<file path="config.mk">
export PLATFORM = sky130hd
export DESIGN_NAME = bus_master_ctrl_flat
export DESIGN_NICKNAME = d
export VERILOG_FILES = /design/src/rtl/bus_master_ctrl_if.sv /design/src/rtl/bus_master_ctrl.sv /design/src/flat_wrapper.sv
export SDC_FILE = /design/constraint.sdc
export NUM_CORES = 1
export LEC_CHECK = 0
export ABC_AREA = 1
export CORE_MARGIN = 4
export CORE_UTILIZATION = 51
export CTS_CLUSTER_SIZE = 30
export DETAILED_ROUTE_END_ITERATION = 12
export MAX_ROUTING_LAYER = met4
export PLACE_DENSITY = 0.86
export SYNTH_ARGS = -nofsm -noshare
export SYNTH_HDL_FRONTEND = slang
export SYNTH_SLANG_ARGS = --single-unit
</file>
<file path="constraint.sdc">
create_clock -name clk -period 3.3 [get_ports clk]
set_input_delay 0.99 -clock clk [delete_from_list [all_inputs] [get_ports clk]]
set_output_delay 0.99 -clock clk [all_outputs]
set_load 0.01 [all_outputs]
</file>
<file path="src/rtl/bus_master_ctrl_if.sv">
// Command, arbiter and slave-bus signals of the bus master control path.
// The master modport is the controller's view; slave is the environment's view.
interface bus_master_ctrl_if #(
  parameter int unsigned NUM_SLAVES = 2,
  parameter int unsigned SEL_W      = 3
);
  logic                  start;
  logic                  write;
  logic [SEL_W-1:0]      slave_sel;
  logic [NUM_SLAVES-1:0] grant;
  logic                  slv_ready;
  logic [NUM_SLAVES-1:0] busreq;
  logic                  rw;
  logic                  addr_oe;
  logic                  wdata_oe;
  logic                  rdata_le;
  logic [SEL_W-1:0]      sel_out;
  logic                  busy;
  logic                  done;
  logic                  err;
  logic [1:0]            err_code;

  modport master (
    input  start, write, slave_sel, grant, slv_ready,
    output busreq, rw, addr_oe, wdata_oe, rdata_le, sel_out, busy, done, err, err_code
  );

  modport slave (
    output start, write, slave_sel, grant, slv_ready,
    input  busreq, rw, addr_oe, wdata_oe, rdata_le, sel_out, busy, done, err, err_code
  );
endinterface

</file>
<file path="src/rtl/bus_master_ctrl.sv">
// Bus master control path: requests a slave segment, runs address and data phases
// under grant/ready handshakes, and reports done, grant faults and slave timeouts.
module bus_master_ctrl #(
  parameter int unsigned NUM_SLAVES = 2,
  parameter int unsigned SEL_W      = 3,
  parameter int unsigned TIMEOUT    = 15,
  parameter int unsigned CNT_W      = 4
) (
  input  logic              clk,
  input  logic              rst,
  bus_master_ctrl_if.master bus_io
);

  typedef enum logic [2:0] {StIdle, StReq, StAddr, StData, StDone, StErr} state_e;

  localparam logic [CNT_W-1:0] CntLast = CNT_W'(TIMEOUT - 1);

  state_e           state_q, state_d;
  logic             write_q, write_d;
  logic [SEL_W-1:0] sel_q, sel_d;
  logic [CNT_W-1:0] cnt_q, cnt_d;
  logic [1:0]       err_code_q, err_code_d;
  logic             bad_sel_q, bad_sel_d;
  logic             sel_valid;
  logic             grant_sel;
  logic             bus_active;

  assign sel_valid = 32'(bus_io.slave_sel) < NUM_SLAVES;

  // Only the grant line of the latched slave matters; other bits are ignored.
  always_comb begin
    grant_sel = 1'b0;
    for (int unsigned i = 0; i < NUM_SLAVES; i++) begin
      if (32'(sel_q) == i) grant_sel = bus_io.grant[i];
    end
  end

  always_ff @(posedge clk or posedge rst) begin
    if (rst) begin
      state_q    <= StIdle;
      write_q    <= 1'b0;
      sel_q      <= '0;
      cnt_q      <= '0;
      err_code_q <= 2'b00;
      bad_sel_q  <= 1'b0;
    end else begin
      state_q    <= state_d;
      write_q    <= write_d;
      sel_q      <= sel_d;
      cnt_q      <= cnt_d;
      err_code_q <= err_code_d;
      bad_sel_q  <= bad_sel_d;
    end
  end

  always_comb begin
    state_d    = state_q;
    write_d    = write_q;
    sel_d      = sel_q;
    cnt_d      = cnt_q;
    err_code_d = err_code_q;
    bad_sel_d  = 1'b0;
    unique case (state_q)
      StIdle: begin
        if (bus_io.start) begin
          if (sel_valid) begin
            write_d    = bus_io.write;
            sel_d      = bus_io.slave_sel;
            err_code_d = 2'b00;
            cnt_d      = '0;
            state_d    = StReq;
          end else begin
            bad_sel_d  = 1'b1;
            err_code_d = 2'b01;
          end
        end
      end
      StReq: begin
        // A grant arriving on the last allowed cycle still wins over the timeout.
        if (grant_sel) begin
          cnt_d   = '0;
          state_d = StAddr;
        end else if (cnt_q == CntLast) begin
          err_code_d = 2'b10;
          state_d    = StErr;
        end else begin
          cnt_d = cnt_q + CNT_W'(1);
        end
      end
      StAddr: begin
        if (!grant_sel) begin
          err_code_d = 2'b10;
          state_d    = StErr;
        end else begin
          cnt_d   = '0;
          state_d = StData;
        end
      end
      StData: begin
        // Losing the grant beats both ready and the slave timeout.
        if (!grant_sel) begin
          err_code_d = 2'b10;
          state_d    = StErr;
        end else if (bus_io.slv_ready) begin
          state_d = StDone;
        end else if (cnt_q == CntLast) begin
          err_code_d = 2'b11;
          state_d    = StErr;
        end else begin
          cnt_d = cnt_q + CNT_W'(1);
        end
      end
      StDone:  state_d = StIdle;
      StErr:   state_d = StIdle;
      default: state_d = StIdle;
    endcase
  end

  assign bus_active = (state_q == StReq) || (state_q == StAddr) || (state_q == StData);

  always_comb begin
    bus_io.busreq = '0;
    for (int unsigned i = 0; i < NUM_SLAVES; i++) begin
      if (bus_active && (32'(sel_q) == i)) bus_io.busreq[i] = 1'b1;
    end
    bus_io.rw       = ((state_q == StAddr) || (state_q == StData)) ? write_q : 1'b1;
    bus_io.addr_oe  = (state_q == StAddr);
    bus_io.wdata_oe = (state_q == StData) && write_q;
    bus_io.rdata_le = (state_q == StData) && !write_q && bus_io.slv_ready;
    bus_io.sel_out  = sel_q;
    bus_io.busy     = (state_q != StIdle);
    bus_io.done     = (state_q == StDone);
    bus_io.err      = (state_q == StErr) || bad_sel_q;
    bus_io.err_code = err_code_q;
  end

endmodule

</file>
<file path="src/flat_wrapper.sv">
// flat-port wrapper written by rule: the top's interface ports become plain ports
module bus_master_ctrl_flat 
#(
  parameter int unsigned NUM_SLAVES = 2,
  parameter int unsigned SEL_W      = 3,
  parameter int unsigned TIMEOUT    = 15,
  parameter int unsigned CNT_W      = 4
)
  (clk, rst, bus_io_start, bus_io_write, bus_io_slave_sel, bus_io_grant, bus_io_slv_ready, bus_io_busreq, bus_io_rw, bus_io_addr_oe, bus_io_wdata_oe, bus_io_rdata_le, bus_io_sel_out, bus_io_busy, bus_io_done, bus_io_err, bus_io_err_code);
  bus_master_ctrl_if #(.NUM_SLAVES(NUM_SLAVES), .SEL_W(SEL_W)) bus_io_i ();
  input  logic clk;
  input  logic rst;
  input wire logic [$bits(bus_io_i.start)-1:0] bus_io_start;
  input wire logic [$bits(bus_io_i.write)-1:0] bus_io_write;
  input wire logic [$bits(bus_io_i.slave_sel)-1:0] bus_io_slave_sel;
  input wire logic [$bits(bus_io_i.grant)-1:0] bus_io_grant;
  input wire logic [$bits(bus_io_i.slv_ready)-1:0] bus_io_slv_ready;
  output wire logic [$bits(bus_io_i.busreq)-1:0] bus_io_busreq;
  output wire logic [$bits(bus_io_i.rw)-1:0] bus_io_rw;
  output wire logic [$bits(bus_io_i.addr_oe)-1:0] bus_io_addr_oe;
  output wire logic [$bits(bus_io_i.wdata_oe)-1:0] bus_io_wdata_oe;
  output wire logic [$bits(bus_io_i.rdata_le)-1:0] bus_io_rdata_le;
  output wire logic [$bits(bus_io_i.sel_out)-1:0] bus_io_sel_out;
  output wire logic [$bits(bus_io_i.busy)-1:0] bus_io_busy;
  output wire logic [$bits(bus_io_i.done)-1:0] bus_io_done;
  output wire logic [$bits(bus_io_i.err)-1:0] bus_io_err;
  output wire logic [$bits(bus_io_i.err_code)-1:0] bus_io_err_code;
  assign bus_io_i.start = bus_io_start;
  assign bus_io_i.write = bus_io_write;
  assign bus_io_i.slave_sel = bus_io_slave_sel;
  assign bus_io_i.grant = bus_io_grant;
  assign bus_io_i.slv_ready = bus_io_slv_ready;
  assign bus_io_busreq = bus_io_i.busreq;
  assign bus_io_rw = bus_io_i.rw;
  assign bus_io_addr_oe = bus_io_i.addr_oe;
  assign bus_io_wdata_oe = bus_io_i.wdata_oe;
  assign bus_io_rdata_le = bus_io_i.rdata_le;
  assign bus_io_sel_out = bus_io_i.sel_out;
  assign bus_io_busy = bus_io_i.busy;
  assign bus_io_done = bus_io_i.done;
  assign bus_io_err = bus_io_i.err;
  assign bus_io_err_code = bus_io_i.err_code;
  bus_master_ctrl #(.NUM_SLAVES(NUM_SLAVES), .SEL_W(SEL_W), .TIMEOUT(TIMEOUT), .CNT_W(CNT_W)) u_core (.clk(clk), .rst(rst), .bus_io(bus_io_i));
endmodule
</file>
==> out/metrics.csv <==
metric,value,unit
"FF+latch count, synth",14,
Crit-path slowest cell,clkdlybuf4s50_1,
Die Area,2550,um2
Post-Route WL,2100,um
Resized Gates After CTS,0,
Slew headroom,64.5,%
Post-Place Worst Slack,0.0666,ns
# fillers,156,
Synth Area per Inst,7.93,um2
first-pass GRT wire length,3590,um
Post-synth EDFFs,0,
"Clk pin slew, worst setup/hold paths",0.07,ns
routed len/inst,12.5,um
pin count of the biggest net entering global routing,15,
WP data required,2.31,ns
Hold Crit Class,reg2reg,
Mapped Nets,128,
clock tree buffer depth,2,
Critical Path Source Type,input pin,
fin crit period,2.86,ns
"Distinct cells, synth",29,
GPL Wtd Cong,0.888,
Worst-Skew Late Latency,0.29,ns
Global Route Usage Sum,19.3,%
Vias,871,
vias in the first global route,797,
chip width,50.5,um
hold_buf cts,0,
row count,15,
NumNets Final,157,
Root Buffer Master,clkbuf_4,
n_diodes,0,
DR pass1 iterations,4,
number of port buffers,23,
Tcrit/Tclk final,86.8,%
r2r setup slk,1.68,ns
I/O pins,24,
# clock sinks,14,
gr ovfl total,0,
Netlist Area Pre-Place,920,um2
synth-to-layout area growth,31.6,%
Chip Height,50.5,um
dpl cell area,1180,um2
CTS tree,done,
Final TNS setup,0,ns
"Hold Violations, Final",0,
Final HPWL DP,1650,um
static leakage,0.614,nW
RSZ-0062 raised after global routing,false,
H-tree lvl count,1,
CP arrival,1.87,ns
fin area,1210,um2
dominant synthesized flop cell,dfrtp_1,
DR vias/cell,5.18,
Final WS setup,0.435,ns
P per Cell Area,904,nW/um2
cts bufs inserted,3,
Core Footprint,1730,um2
skew final,0.00741,ns
Worst-Margin Slew,0.532,ns
DR iter-0 viols,22,
"FFs w/ async S/R, synth",100,%
sequential area share after synthesis,38.1,%
worst path cell trace,clkdlybuf4s50_1 > nand3_1 > nor2_1 > dlymetal6s2s_1,
multi-input logic area,498,um2
Reg area,350,um2
initial antenna violation count,0,
setup violators final,0,
crit-path max FO,2,
Peak Freq,0.349,GHz
WS Path Type,in2out,
ratio of cells with drive above 1 in the final layout,18.9,%
status,"finished, final reports clean",
total power draw,1.09,mW
crit end category,primary output,
cells after synthesis,116,
post-route ant nets,0,
"Slew Viols, Final",0,
Peak VDD IR,575,uV
Max stage delay on crit path,0.49,ns
Max Cap Viol,0,
Post-route DRC,0,
Synthesis Warnings,0,
initial core utilization,53.3,%
Worst Hold Slack,0.475,ns
setup repair bufs after CTS,0,
## power breakdown
group	leakage (nW)	switching [mW]	internal, mW
Clock	0.0138	0.0565	0.0425
Combinational	0.415	0.399	0.309
Sequential	0.185	0.0581	0.230
Total	0.614	0.513	0.581
## through the flow
| stage | util (%) | std cells |
|---|---|---|
| after floorplan | - | 116 |
| after detailed placement | 68.6 | 165 |
| after global routing | 70.1 | 168 |
| after CTS | 69.9 | 168 |
| after global placement | 68.6 | 165 |
| final | 70.1 | 168 |
## layout by cell type, fill, tap and decap left out, types with 4 or more instances in the layout
cell type and instances:
dfrtp_1 14, nor2_1 12, nand2_1 25, o21ai_0 7, nand2_2 4, nand3_1 9
inv_1 11, clkdlybuf4s50_1 22, inv_2 5
## worst max-delay path, delay by kind of cell
| family | cells | cell delay, ns |
|---|---|---|
| simple gates | 2 | 0.23 |
| buf+inv | 2 | 0.65 |
## final timing paths
path,cells past startpoint,startpoint,endpoint
setup / recovery,4,bus_io_slv_ready,bus_io_rdata_le
hold / removal,2,u_core.bus_io.err_code[1],u_core.bus_io.err_code[1]
setup reg to reg,7,u_core.bus_io.sel_out[1],u_core.cnt_q[0]
hold reg to reg,2,u_core.bus_io.err_code[1],u_core.bus_io.err_code[1]
max in group asynchronous,2,rst,u_core.bus_io.err_code[0]
min in group asynchronous,2,rst,u_core.bus_io.sel_out[0]
## synth_stat cells (2+ instances only)
cell | count | area [um2]
dfrtp_1 | 14 | 350
ha_1 | 2 | 25.0
inv_1 | 11 | 41.3
inv_2 | 5 | 18.8
nand2_1 | 25 | 93.8
nand2_2 | 4 | 25.0
nand2_4 | 3 | 33.8
nand3_1 | 9 | 45.0
nand3_2 | 2 | 20.0
nor2_1 | 12 | 45.0
nor2_2 | 2 | 12.5
nor2_4 | 2 | 22.5
o21ai_0 | 7 | 35.0
o22ai_1 | 2 | 12.5
xor2_1 | 2 | 17.5
## flip-flops by register name, summed over array words and instances, names as in the netlist
| name | cells |
|---|---|
| u_core.bad_sel_q | 1 |
| u_core.bus_io.err_code | 2 |
| u_core.bus_io.sel_out | 3 |
| u_core.cnt_q | 4 |
| u_core.state_q | 3 |
| u_core.write_q | 1 |
## cells by family (layout without fill, tap and decap cells)
| kind of cell | after synthesis | after routing | share of synthesized area (%) |
|---|---|---|---|
| AND/OR/NAND/NOR | 63 | 63 | 35.1 |
| multiplexers | 1 | 1 | 1.63 |
| buffers and inverters | 17 | 44 | 7.76 |
| XOR/XNOR | 3 | 3 | 2.86 |
| AO/OA/AOI/OAI | 16 | 16 | 11.8 |
| adder cells (fa/ha/maj) | 2 | 2 | 2.72 |
| flip-flops | 14 | 14 | 38.1 |
## cell type report
type / instances / area share [%]
flip-flops and latches: 14 / 29.0
multi-input cells: 85 / 41.2
repair buffers: 25 / 20.5
well taps: 25 / 2.59
clock buffers: 3 / 1.86
inverters: 16 / 4.96
## layer usage
metal	global-route usage, %	up-vias	wire, um
met5	-	-	0
met2	32.4	30	1050
met3	2.97	7	104
met1	23.1	407	898
met4	8.07	0	44
li1	-	427	-
No activity file was read; power rests on OpenSTA's default activity.
